--- src/rtl/mem_pkg.sv ---
// -----------------------------------------------------------------------------
// mem_pkg
// Shared types for the memory fill controller: FSM state encoding, the
// write-buffer entry layout and the default write-buffer depth.
//
// Write-buffer entries hold a word address (byte address >> 2) and the store
// data. Field widths are sized for the default 32-bit address/data build;
// narrower module parameters are zero-extended into the entry and truncated
// back out of it.
//
// Optional build macro used by the files importing this package: WB_FWD_EN.
// -----------------------------------------------------------------------------
package mem_pkg;

    localparam int WB_DEPTH_DEF = 4;
    localparam int WB_ADDR_MAX  = 32;
    localparam int WB_WADDR_W   = WB_ADDR_MAX - 2;
    localparam int WB_DATA_W    = 32;

    // Explicit encodings keep the state vector identical to the legacy
    // two-bit constants used by existing debug scripts.
    typedef enum logic [1:0] {
        ST_IDLE  = 2'd0,
        ST_DRAIN = 2'd1,
        ST_READ  = 2'd2,
        ST_RESP  = 2'd3
    } fill_state_e;

    typedef struct packed {
        logic [WB_WADDR_W-1:0] addr;
        logic [WB_DATA_W-1:0]  data;
    } wb_entry_t;

endpackage

--- src/rtl/wb_fifo.sv ---
// -----------------------------------------------------------------------------
// wb_fifo
// Posted-store FIFO for the memory fill controller. DEPTH entries of
// wb_entry_t, pointers wrap modulo DEPTH (DEPTH is a power of two), occupancy
// is tracked as an explicit count so full and empty are unambiguous.
//
// Ports:
//   clk, rst_n   clock, asynchronous active-low reset (clears all entries)
//   push         enqueue push_entry (ignored while full)
//   push_entry   entry to enqueue
//   pop          dequeue the head (ignored while empty)
//   head         oldest entry
//   head_nxt     entry behind the head (valid only when count >= 2)
//   full, empty  occupancy flags
//   count        number of valid entries, 0..DEPTH
//   entries      (WB_FWD_EN only) raw storage, for forwarding lookups
//   rd_ptr       (WB_FWD_EN only) storage index of the head
// -----------------------------------------------------------------------------
module wb_fifo
    import mem_pkg::*;
#(
    parameter  int DEPTH = WB_DEPTH_DEF,
    localparam int PW    = $clog2(DEPTH),
    localparam int CW    = PW + 1
) (
    input  logic                   clk,
    input  logic                   rst_n,
    input  logic                   push,
    input  wb_entry_t              push_entry,
    input  logic                   pop,
    output wb_entry_t              head,
    output wb_entry_t              head_nxt,
    output logic                   full,
    output logic                   empty,
    output logic [CW-1:0]          count
`ifdef WB_FWD_EN
    ,
    output wb_entry_t [DEPTH-1:0]  entries,
    output logic [PW-1:0]          rd_ptr
`endif
);

    wb_entry_t [DEPTH-1:0] r_mem;
    logic [PW-1:0]         r_wr_ptr;
    logic [PW-1:0]         r_rd_ptr;
    logic [CW-1:0]         r_count;

    logic                  w_do_push;
    logic                  w_do_pop;
    logic [PW-1:0]         w_rd_ptr_nxt;

    assign full         = (r_count == CW'(DEPTH));
    assign empty        = (r_count == '0);
    assign count        = r_count;

    // A full buffer refuses the push even when a pop happens in the same cycle.
    assign w_do_push    = push & ~full;
    assign w_do_pop     = pop & ~empty;

    assign w_rd_ptr_nxt = r_rd_ptr + PW'(1);
    assign head         = r_mem[r_rd_ptr];
    assign head_nxt     = r_mem[w_rd_ptr_nxt];

`ifdef WB_FWD_EN
    assign entries      = r_mem;
    assign rd_ptr       = r_rd_ptr;
`endif

    always_ff @(posedge clk or negedge rst_n) begin
        if (!rst_n) begin
            r_mem    <= '0;
            r_wr_ptr <= '0;
            r_rd_ptr <= '0;
            r_count  <= '0;
        end else begin
            if (w_do_push) begin
                r_mem[r_wr_ptr] <= push_entry;
                r_wr_ptr        <= r_wr_ptr + PW'(1);
            end
            if (w_do_pop) begin
                r_rd_ptr <= w_rd_ptr_nxt;
            end
            case ({w_do_push, w_do_pop})
                2'b10:   r_count <= r_count + CW'(1);
                2'b01:   r_count <= r_count - CW'(1);
                default: r_count <= r_count;
            endcase
        end
    end

endmodule

--- src/rtl/mem_fill_ctrl.sv ---
// -----------------------------------------------------------------------------
// mem_fill_ctrl
// Cache-side memory controller: posts stores into a write buffer, drains the
// buffer to main memory, and services read misses with a one-word refill.
// Reads are strictly ordered behind every store accepted before them.
//
// Build macro: WB_FWD_EN -- when defined, a read accepted in IDLE whose word
// address hits a buffered store is answered from the youngest matching entry
// without touching memory. Undefined: no address comparison at all.
//
// Ports:
//   clk, rst_n                        clock, asynchronous active-low reset
//   req_valid/req_write/req_addr/
//   req_wdata/req_ready               cache request handshake (store or miss)
//   fill_valid/fill_data              one-cycle refill word
//   mem_req/mem_we/mem_addr/mem_wdata main-memory request (all registered)
//   mem_ready/mem_rdata               main-memory completion and read data
//
// state  | meaning
// IDLE   | nothing in flight; accept reads, start draining posted stores
// DRAIN  | writing buffer head to memory; a latched read waits behind it
// READ   | read miss issued to memory, waiting for mem_ready
// RESP   | fill_valid pulse with the captured refill word
// -----------------------------------------------------------------------------
module mem_fill_ctrl
    import mem_pkg::*;
#(
    parameter int ADDR_WIDTH = 32,
    parameter int DATA_WIDTH = 32,
    parameter int WB_DEPTH   = WB_DEPTH_DEF
) (
    input  logic                  clk,
    input  logic                  rst_n,
    input  logic                  req_valid,
    input  logic                  req_write,
    input  logic [ADDR_WIDTH-1:0] req_addr,
    input  logic [DATA_WIDTH-1:0] req_wdata,
    output logic                  req_ready,
    output logic                  fill_valid,
    output logic [DATA_WIDTH-1:0] fill_data,
    output logic                  mem_req,
    output logic                  mem_we,
    output logic [ADDR_WIDTH-1:0] mem_addr,
    output logic [DATA_WIDTH-1:0] mem_wdata,
    input  logic                  mem_ready,
    input  logic [DATA_WIDTH-1:0] mem_rdata
);

    localparam int PW = $clog2(WB_DEPTH);
    localparam int CW = PW + 1;

    fill_state_e           r_state;
    logic                  r_rd_pend;
    logic [ADDR_WIDTH-1:0] r_rd_addr;
    logic                  r_mem_req;
    logic                  r_mem_we;
    logic [ADDR_WIDTH-1:0] r_mem_addr;
    logic [DATA_WIDTH-1:0] r_mem_wdata;
    logic                  r_fill_valid;
    logic [DATA_WIDTH-1:0] r_fill_data;

    logic                  w_is_idle;
    logic                  w_push;
    logic                  w_pop;
    logic                  w_rd_acc;
    logic                  w_last_pop;
    logic [ADDR_WIDTH-1:0] w_req_waddr;
    wb_entry_t             w_push_entry;
    wb_entry_t             w_head;
    wb_entry_t             w_head_nxt;
    wb_entry_t             w_next_entry;
    logic                  w_full;
    logic                  w_empty;
    logic [CW-1:0]         w_count;
    logic                  w_unused_addr_lsb;

    function automatic logic [ADDR_WIDTH-1:0] f_byte_addr(input logic [WB_WADDR_W-1:0] waddr);
        return {(ADDR_WIDTH-2)'(waddr), 2'b00};
    endfunction

    // Byte-lane bits of the request address carry no meaning here.
    assign w_unused_addr_lsb   = ^req_addr[1:0];

    assign w_is_idle           = (r_state == ST_IDLE);
    assign w_push              = req_valid & req_write & ~w_full;
    assign w_rd_acc            = req_valid & ~req_write & w_is_idle;
    assign w_pop               = (r_state == ST_DRAIN) & r_mem_req & mem_ready;
    assign req_ready           = req_write ? ~w_full : w_is_idle;

    assign w_req_waddr         = {req_addr[ADDR_WIDTH-1:2], 2'b00};
    assign w_push_entry.addr   = WB_WADDR_W'(req_addr[ADDR_WIDTH-1:2]);
    assign w_push_entry.data   = WB_DATA_W'(req_wdata);

    // The popped head was the last entry unless a store lands this same cycle.
    assign w_last_pop          = (w_count == CW'(1)) & ~w_push;
    // Entry presented after a pop: the one behind the head, or, when the head
    // was alone, the store being pushed right now.
    assign w_next_entry        = (w_count == CW'(1)) ? w_push_entry : w_head_nxt;

`ifdef WB_FWD_EN
    wb_entry_t [WB_DEPTH-1:0] w_entries;
    logic [PW-1:0]            w_rd_ptr;
    logic                     w_fwd_hit;
    logic [WB_DATA_W-1:0]     w_fwd_data;

    // Walk from oldest to youngest valid entry; later hits overwrite earlier
    // ones so the youngest matching store wins.
    always_comb begin
        w_fwd_hit  = 1'b0;
        w_fwd_data = '0;
        for (int k = 0; k < WB_DEPTH; k++) begin
            if (CW'(k) < w_count) begin
                if (w_entries[w_rd_ptr + PW'(k)].addr == w_push_entry.addr) begin
                    w_fwd_hit  = 1'b1;
                    w_fwd_data = w_entries[w_rd_ptr + PW'(k)].data;
                end
            end
        end
    end
`endif

    wb_fifo #(
        .DEPTH      (WB_DEPTH)
    ) u_wb_fifo (
        .clk        (clk),
        .rst_n      (rst_n),
        .push       (w_push),
        .push_entry (w_push_entry),
        .pop        (w_pop),
        .head       (w_head),
        .head_nxt   (w_head_nxt),
        .full       (w_full),
        .empty      (w_empty),
        .count      (w_count)
`ifdef WB_FWD_EN
        ,
        .entries    (w_entries),
        .rd_ptr     (w_rd_ptr)
`endif
    );

    // All memory-side outputs are loaded together on the edge that starts a
    // transfer and are left untouched until mem_ready completes it.
    always_ff @(posedge clk or negedge rst_n) begin
        if (!rst_n) begin
            r_state      <= ST_IDLE;
            r_rd_pend    <= 1'b0;
            r_rd_addr    <= '0;
            r_mem_req    <= 1'b0;
            r_mem_we     <= 1'b0;
            r_mem_addr   <= '0;
            r_mem_wdata  <= '0;
            r_fill_valid <= 1'b0;
            r_fill_data  <= '0;
        end else begin
            case (r_state)
                ST_IDLE: begin
                    if (w_rd_acc) begin
`ifdef WB_FWD_EN
                        if (w_fwd_hit) begin
                            r_state      <= ST_RESP;
                            r_fill_valid <= 1'b1;
                            r_fill_data  <= DATA_WIDTH'(w_fwd_data);
                        end else
`endif
                        if (w_empty) begin
                            r_state    <= ST_READ;
                            r_mem_req  <= 1'b1;
                            r_mem_we   <= 1'b0;
                            r_mem_addr <= w_req_waddr;
                        end else begin
                            r_state     <= ST_DRAIN;
                            r_rd_pend   <= 1'b1;
                            r_rd_addr   <= w_req_waddr;
                            r_mem_req   <= 1'b1;
                            r_mem_we    <= 1'b1;
                            r_mem_addr  <= f_byte_addr(w_head.addr);
                            r_mem_wdata <= DATA_WIDTH'(w_head.data);
                        end
                    end else if (!w_empty) begin
                        r_state     <= ST_DRAIN;
                        r_mem_req   <= 1'b1;
                        r_mem_we    <= 1'b1;
                        r_mem_addr  <= f_byte_addr(w_head.addr);
                        r_mem_wdata <= DATA_WIDTH'(w_head.data);
                    end
                end

                ST_DRAIN: begin
                    if (w_pop) begin
                        if (w_last_pop) begin
                            if (r_rd_pend) begin
                                r_state    <= ST_READ;
                                r_mem_req  <= 1'b1;
                                r_mem_we   <= 1'b0;
                                r_mem_addr <= r_rd_addr;
                            end else begin
                                r_state   <= ST_IDLE;
                                r_mem_req <= 1'b0;
                                r_mem_we  <= 1'b0;
                            end
                        end else begin
                            r_mem_addr  <= f_byte_addr(w_next_entry.addr);
                            r_mem_wdata <= DATA_WIDTH'(w_next_entry.data);
                        end
                    end
                end

                ST_READ: begin
                    if (mem_ready) begin
                        r_state      <= ST_RESP;
                        r_rd_pend    <= 1'b0;
                        r_mem_req    <= 1'b0;
                        r_mem_we     <= 1'b0;
                        r_fill_valid <= 1'b1;
                        r_fill_data  <= mem_rdata;
                    end
                end

                ST_RESP: begin
                    r_state      <= ST_IDLE;
                    r_fill_valid <= 1'b0;
                end

                default: begin
                    r_state      <= ST_IDLE;
                    r_mem_req    <= 1'b0;
                    r_fill_valid <= 1'b0;
                end
            endcase
        end
    end

    assign mem_req    = r_mem_req;
    assign mem_we     = r_mem_we;
    assign mem_addr   = r_mem_addr;
    assign mem_wdata  = r_mem_wdata;
    assign fill_valid = r_fill_valid;
    assign fill_data  = r_fill_data;

endmodule

--- config.mk ---
export PLATFORM = sky130hd
export DESIGN_NAME = mem_fill_ctrl
export DESIGN_NICKNAME = d
export VERILOG_FILES = /design/src/rtl/mem_pkg.sv /design/src/rtl/wb_fifo.sv /design/src/rtl/mem_fill_ctrl.sv
export SDC_FILE = /design/constraint.sdc
export NUM_CORES = 1
export LEC_CHECK = 0
export CAP_MARGIN = 20
export CORE_MARGIN = 2
export CORE_UTILIZATION = 61
export DETAILED_ROUTE_END_ITERATION = 7
export GPL_ROUTABILITY_DRIVEN = 0
export MAX_ROUTING_LAYER = met4
export PLACE_DENSITY_LB_ADDON = 0.15
export SLEW_MARGIN = 10
export SYNTH_ARGS = -nofsm -noshare
export SYNTH_HDL_FRONTEND = slang
export SYNTH_SLANG_ARGS = --single-unit
--- constraint.sdc ---
create_clock -name clk -period 4.41 [get_ports clk]
set_input_delay 1.323 -clock clk [delete_from_list [all_inputs] [get_ports clk]]
set_output_delay 1.323 -clock clk [all_outputs]
set_load 0.01 [all_outputs]
After elaboration in Yosys (flattened, before gate mapping) --
Cells that the tools add are included.
Word-level totals: output and inout port bits 100, bits of input ports 101, bits in registers 387, word-level logic and storage cells 117
Cells by class: add/subtract/negate cells 4, $lt $le $gt $ge 4, eq/ne operators 15, mux-type cells 45, reduce and logical (&&, ||, !) cells 16, bitwise logic cells 13
Operators by type and width (number):
- $mux 32 | 9
- $bmux 62 s2 | 2
- $bwmux 248 | 1
- $mux 62 | 4
- $pmux 32 s2 | 2
- $demux 62 s2 | 1
- $reduce_and 4->1 | 4
- $mux 2 | 7
- $mux 1 | 13
- $and 1x1->1 | 9
- $lt 2x3->1 const B | 3
- $ne 2x2->1 const B | 4
- $pmux 2 s4 | 1
- $reduce_bool 2->1 | 4
- $eq 2x2->1 const B | 3
- $ne 3x3->1 const B | 2
- $pmux 1 s3 | 2
- $pmux 3 s2 | 1
- $reduce_and 5->1 | 1
- $add 2x1->2 const B | 2
- $eq 2x1->1 const B | 2
- $ne 2x1->1 const B | 2
- $not 1->1 | 4
- $pmux 1 s2 | 2
- 11 further kinds | 12

Longest topological paths before layout --
Gate-level depths: netlist of the first run.
depth after elaboration 8, gate-level depth with buffers 9, gate-level depth less buffers 8

Modules after synthesis --
A second synthesis of the first run with hierarchy kept.
Unflattened totals: cells, all modules 1384, area total of the unflattened synthesis 19936.6 um^2
By module, submodules not included:
- wb_fifo | area each 12678.4 um^2, instances 1, seq. area each 6381.1 um^2, cells an instance 712
- mem_fill_ctrl | area each 7258.2 um^2, instances 1, seq. area each 3253.1 um^2, cells an instance 672

Worst setup path before layout of the first run --
OpenSTA, ideal clock, no wires.
path type input -> output, start point in req_write, end point out req_ready, buffers on the path 0, data required time 3.087 ns, data arrival time 1.579 ns, path slack 1.508 ns, stages on the path 2, cell sequence nor2_1 a31oi_1
On the way: cells in the longest elaborated chain, start to end 1
RTL lines:
- start: declaration | RTL line mem_fill_ctrl.sv:35 | input logic req_write,
- $mux 1 | RTL line mem_fill_ctrl.sv:88 | assign req_ready = req_write ? ~w_full : w_is_idle;
- end: declaration | RTL line mem_fill_ctrl.sv:38 | output logic req_ready,
Every way passes these cells.

Worst setup path in the final report of the first run --
Ends and elaborated chain as after synthesis.

==> results of run 1 <==
[state kept, by name (all words and copies together), names as in the netlist]
register,flops
mem_req,1
mem_addr,30
fill_data,32
u_wb_fifo.r_wr_ptr,2
u_wb_fifo.r_rd_ptr,2
u_wb_fifo.count,3
fill_valid,1
mem_we,1
r_rd_pend,1
r_state,2
r_rd_addr,30
mem_wdata,32
u_wb_fifo.r_mem,248
[cell type report]
class	instances	area (um^2)
fill	2046	8350
tap	402	503
multi-input combinational	879	9230
clock inverter	8	90.1
sequential	385	9640
clock buffer	66	1280
inverter	11	41.3
antenna	2	5.00
timing repair buffer	225	2330
[path summary, 6_finish.rpt]
kind                       slack, ns         start           end
setup / recovery                0.42     req_write     req_ready
min in group asynchronous       0.79         rst_n  mem_wdata[6]
setup reg to reg                1.67    r_state[1]   mem_addr[6]
hold reg to reg                 0.49  fill_data[0]  fill_data[0]
max in group asynchronous       2.71         rst_n  fill_data[9]
hold / removal                  0.49  fill_data[0]  fill_data[0]
[cells by family after synthesis]
group	share of synthesized area
flops	0.495
simple gates	0.0406
buf+inv	0.0349
compound gates	0.0581
other cells	0.000193
xor+xnor	0.00270
mux	0.360
fa+ha+maj	0.00900
[power groups by stage]
stage | Combinational, mW | Sequential (mW) | Clock (mW)
floorplan | 6.38 | 6.42 | 0
global placement | 8.18 | 6.69 | 0
detailed placement | 8.46 | 6.82 | 0
CTS | 8.51 | 6.79 | 3.53
global route | 9.18 | 7.04 | 3.68
finish | 8.42 | 6.80 | 3.45
[metal layers]
layer / vias to the layer above / track usage
met4: 0 / 0.0761
met2: 320 / 0.451
met5: - / -
met1: 6541 / 0.351
li1: 5491 / -
met3: 70 / 0.0411
[worst max-delay path, delay by kind of cell]
family,cells,cell delay [ns]
AND/OR/NAND/NOR,1,0.06
AO/OA/AOI/OAI,1,0.16
buffers and inverters,2,1.13
[cell usage in the layout, fill, tap and decap left out, types with 3 or more instances in the layout]
cell	netlist	final
o311ai_1	29	29
clkbuf_8	0	14
dfrtp_1	385	383
o21ai_0	3	3
inv_1	10	10
buf_4	7	17
a21oi_1	97	96
mux2i_1	34	34
clkbuf_1	23	10
nand2_4	0	4
mux4_2	124	124
xnor2_1	5	5
ha_1	14	13
nand2_1	41	41
mux2_1	282	282
clkdlybuf4s50_1	0	195
nor2_1	96	96
mux2_2	62	62
nand2b_1	31	31
o21ai_1	7	6
buf_12	4	12
clkbuf_16	0	42
a22o_1	31	31
==> flow_metrics.env, run 1 <==
export IMPL_hp_class="register to register"
export IMPL_synth_area_leaders="dfrtp_1 (49%), mux2_1 (16%), mux4_2 (14%), mux2_2 (3.6%), a21oi_1 (2.5%)"
export IMPL_slew_headroom=0.424
export IMPL_setup_viol=0
export IMPL_crit_top_cell="clkdlybuf4s50_1"
export IMPL_grt_max_degree=84
export IMPL_wl_met2_um=21600
export IMPL_synthFlopType="dfrtp_1"
export IMPL_synth_cell_types=40
export IMPL_placed_area_um2=21800
export IMPL_yosys_top_cells_count="dfrtp_1 (385), mux2_1 (282), mux4_2 (124), a21oi_1 (97), nor2_1 (96)"
export IMPL_end_kind="output port"
export IMPL_critPathKind="input pin to output port"
export IMPL_final_max_slew_viol_count=0
export IMPL_wl_um=42800
export IMPL_rows=65
export IMPL_firstDrtPassIters=5
export IMPL_async_reset_ff_frac=1.00
export IMPL_synth_top_area_share=0.495
export IMPL_worstPathMaxFanout=5
export IMPL_vias_per_cell=6.28
export IMPL_p_switching_mw=6.33
export IMPL_grt_total_usage=0.271
export IMPL_synth_warnings=0
export IMPL_holdBufCountCts=0
export IMPL_nets=1659
export IMPL_syn_inst=1381
export IMPL_pre_cts_ws_ns=0.431
export IMPL_ff2ff_path_depth=7
export IMPL_required_ns=3.09
export IMPL_die_w_um=183
export IMPL_cp_cell_sequence="clkdlybuf4s50_1 -> nor2_1 -> a31oi_1 -> clkdlybuf4s50_1"
export IMPL_power_leakage_nw=9.73
export IMPL_num_vias=12400
export IMPL_fin_skew_ns=0.0325
export IMPL_grt_pass1_vias=12900
export IMPL_drv_cap=0
export IMPL_fmax_ghz=0.251
export IMPL_pwr_share_comb=0.451
export IMPL_swShare=0.339
export IMPL_utilization=0.735
export IMPL_hold_violations=0
export IMPL_synth_most_common_cell="dfrtp_1"
export IMPL_rsz0062_at_grt="no"
export IMPL_setup_slack_ns=0.423
export IMPL_highest_layer="met4"
export IMPL_place_detailed_hpwl_um=25700
export IMPL_io_buffer_count=196
export IMPL_synthesis_area_um2=19500
export IMPL_cts_sinks=385
export IMPL_slowest_delay_ns=0.59
export IMPL_synth_avg_cell_area_um2=14.1
export IMPL_clockRootBuffer="clkbuf_16"
export IMPL_p_clk_frac=0.185
export IMPL_clkTransAtPathRegs_ns=0.06
export IMPL_wl_met1_um=18100
export IMPL_worst_slew_pin_transition_ns=0.864
export IMPL_fin_setup_tns_ns=0
export IMPL_p_int_mw=12.3
export IMPL_postCtsSetupRepairBufs=0
export IMPL_critPathLaunchType="input pin"
export IMPL_tritoncts="built"
export IMPL_core_area_um2=31500
export IMPL_synth_top_area_cell="dfrtp_1"
export IMPL_antenna_found_initial=2
export IMPL_drt_iter0_drc=749
export IMPL_seq_power_share=0.364
export IMPL_dieArea_um2=33400
export IMPL_ant_nets=0
export IMPL_initial_core_util=0.619
export IMPL_power_density_nw_per_um2=808
export IMPL_ir_worst_vdd_uv=564
export IMPL_grt_overflow_total=0
export IMPL_min_period_over_period=0.904
export IMPL_synth_seq_cells=385
export IMPL_grt_pass1_wl_um=69600
export IMPL_dieHeight_um=183
export IMPL_status="finished, final reports clean"
export IMPL_drive_gt1_frac=0.187
export IMPL_drc=0
export IMPL_stdcell_area_um2=23100
export IMPL_clk_latency_ns=0.56
export IMPL_stdcell_count=1978
export IMPL_final_min_clock_period_ns=3.99
export IMPL_clock_tree_buffer_depth=3
export IMPL_fin_total_pwr_mw=18.7
export IMPL_ys_seq_area_frac=0.495
export IMPL_cts_buffers=42
export IMPL_whs_path_depth=1
export IMPL_synthToLayoutAreaGrowth_pct=18.8
export IMPL_dr_wl_met3_um=2160
export IMPL_wl_per_cell_um=21.6
export IMPL_crit_path_top_delay_cell="clkdlybuf4s50_1"
export IMPL_crit_arrival_ns=2.66
export IMPL_cts_htree_levels=2
export IMPL_dp_cells=1902
export IMPL_synth_edf_count=0
export IMPL_num_io_pins=201
export IMPL_whs_ns=0.488
export IMPL_cts_repair_resized=0
(Power assumes the default switching activity.)
==> run 2: changes to the inputs <==
CAP_MARGIN = 25   (was 20)
==> results of run 2 <==
The final DEF is identical to that of run 1; final timing and power are the same.
==> run 3: changes to the inputs <==
CORE_MARGIN = 3   (was 2)
==> run 3 against run 2 <==
Critical path depth stayed put. Non-clock buffer count is 1 lower. Hold slack hardly changed. Global-route usage is 0.48 points lower. Die area is 2.2% higher. Via count is 0.83% higher. Largest cell class unchanged. Largest power group unchanged.
==> flow_metrics.env, run 3 (same netlist as run 1, synthesis figures left out) <==
export IMPL_required_ns=3.09
export IMPL_holdBufCountCts=0
export IMPL_stdcell_area_um2=23100
export IMPL_dp_cells=1895
export IMPL_cts_sinks=385
export IMPL_dieHeight_um=185
export IMPL_worst_slew_pin_transition_ns=0.823
export IMPL_end_kind="output port"
export IMPL_postCtsSetupRepairBufs=0
export IMPL_antenna_found_initial=4
export IMPL_clockRootBuffer="clkbuf_16"
export IMPL_final_max_slew_viol_count=0
export IMPL_hold_violations=0
export IMPL_rows=64
export IMPL_slew_headroom=0.451
export IMPL_min_period_over_period=0.904
export IMPL_grt_pass1_wl_um=70400
export IMPL_wl_per_cell_um=21.9
export IMPL_ant_nets=0
export IMPL_dieArea_um2=34100
export IMPL_rsz0062_at_grt="no"
export IMPL_r2r_end="mem_addr[4]"
export IMPL_fmax_ghz=0.251
export IMPL_final_min_clock_period_ns=3.99
export IMPL_drv_cap=0
export IMPL_grt_total_usage=0.266
export IMPL_drt_iter0_drc=729
export IMPL_crit_arrival_ns=2.66
export IMPL_nets=1657
export IMPL_drc=0
export IMPL_die_w_um=185
export IMPL_critPathKind="input pin to output port"
export IMPL_clock_tree_buffer_depth=3
export IMPL_rrSetupSlack_ns=1.75
export IMPL_tritoncts="built"
export IMPL_pre_cts_ws_ns=0.450
export IMPL_ir_worst_vdd_uv=598
export IMPL_clk_latency_ns=0.53
export IMPL_clkTransAtPathRegs_ns=0.06
export IMPL_ff2ff_path_depth=7
export IMPL_vias_per_cell=6.34
export IMPL_cts_buffers=41
export IMPL_fin_skew_ns=0.0132
export IMPL_placed_area_um2=21700
export IMPL_whs_path_depth=2
export IMPL_critPathLaunchType="input pin"
export IMPL_initial_core_util=0.628
export IMPL_grt_pass1_vias=13400
export IMPL_grt_max_degree=88
export IMPL_firstDrtPassIters=4
export IMPL_fin_setup_tns_ns=0
export IMPL_core_area_um2=31000
export IMPL_cts_htree_levels=2
export IMPL_worstPathMaxFanout=5
export IMPL_synthToLayoutAreaGrowth_pct=18.6
export IMPL_stdcell_count=1974
export IMPL_layout_commonest_cell="dfrtp_1"
export IMPL_wl_um=43200
export IMPL_grt_overflow_total=0
export IMPL_power_density_nw_per_um2=810
export IMPL_setup_slack_ns=0.424
export IMPL_num_io_pins=201
export IMPL_holdPathEnd="mem_we"
export IMPL_fillers=1962
export IMPL_status="finished, final reports clean"
export IMPL_final_cell_mix="dfrtp_1 (383), mux2_1 (282), clkdlybuf4s50_1 (195), mux4_2 (124)"
export IMPL_regMostFlops="u_wb_fifo.r_mem"
export IMPL_min_from="mem_we"
export IMPL_setup_viol=0
export IMPL_io_buffer_count=196
export IMPL_largest_register_ffs=248
export IMPL_timing_rr_start="r_state[1]"
export IMPL_cts_repair_resized=0
export IMPL_place_detailed_hpwl_um=26000
export IMPL_power_leakage_nw=9.74
export IMPL_drive_gt1_frac=0.189
export IMPL_hp_class="register to register"
export IMPL_num_vias=12500
## run 3: critical path, cell delays in order
cell	delay (ns)
clkdlybuf4s50_1	0.54
nor2_1	0.06
a31oi_1	0.16
clkdlybuf4s50_1	0.58
## run 3: where the power goes
group          internal [mW]  total (mW)  switching (mW)
combinational           4.91        8.42            3.51
clock                   2.09        3.49            1.40
sequential              5.37        6.80            1.43
## run 3: final cells by class
| class | instances | area (um^2) | share of cell area |
|---|---|---|---|
| flip-flops and latches | 385 | 9640 | 0.417 |
| multi-input cells | 879 | 9230 | 0.400 |
| repair buffers | 224 | 2300 | 0.0996 |
| clock buffers | 62 | 1260 | 0.0544 |
| well taps | 396 | 495 | 0.0214 |
| clock inverters | 13 | 125 | 0.00542 |
| inverters | 11 | 41.3 | 0.00179 |
| diodes | 4 | 10.0 | 0.000433 |
## run 3: metrics by stage
step           hold WS (ns)  utilization  total power, mW
5_1_grt               0.511        0.746             19.9
4_1_cts               0.495        0.745             18.9
3_5_place_dp          0.481        0.701             15.3
3_3_place_gp          0.474        0.701             14.9
2_1_floorplan         0.465            -             12.8
6_report              0.487        0.746             18.7
## run 3: per-layer routing
| metal | share of wire | GRT usage |
|---|---|---|
| met3 | 0.054 | 0.0436 |
| met2 | 0.51 | 0.440 |
| met4 | 0.023 | 0.0741 |
| met5 | 0 | - |
| met1 | 0.42 | 0.347 |
## run 3: worst max path at each step
stage	from	to	slack, ns	cells after the start
after floorplan	req_write	req_ready	1.51	2
after global placement	req_write	req_ready	0.44	4
after detailed placement	req_write	req_ready	0.45	4
after CTS	req_write	req_ready	0.41	4
after global routing	req_write	req_ready	0.38	4
final	req_write	req_ready	0.42	4
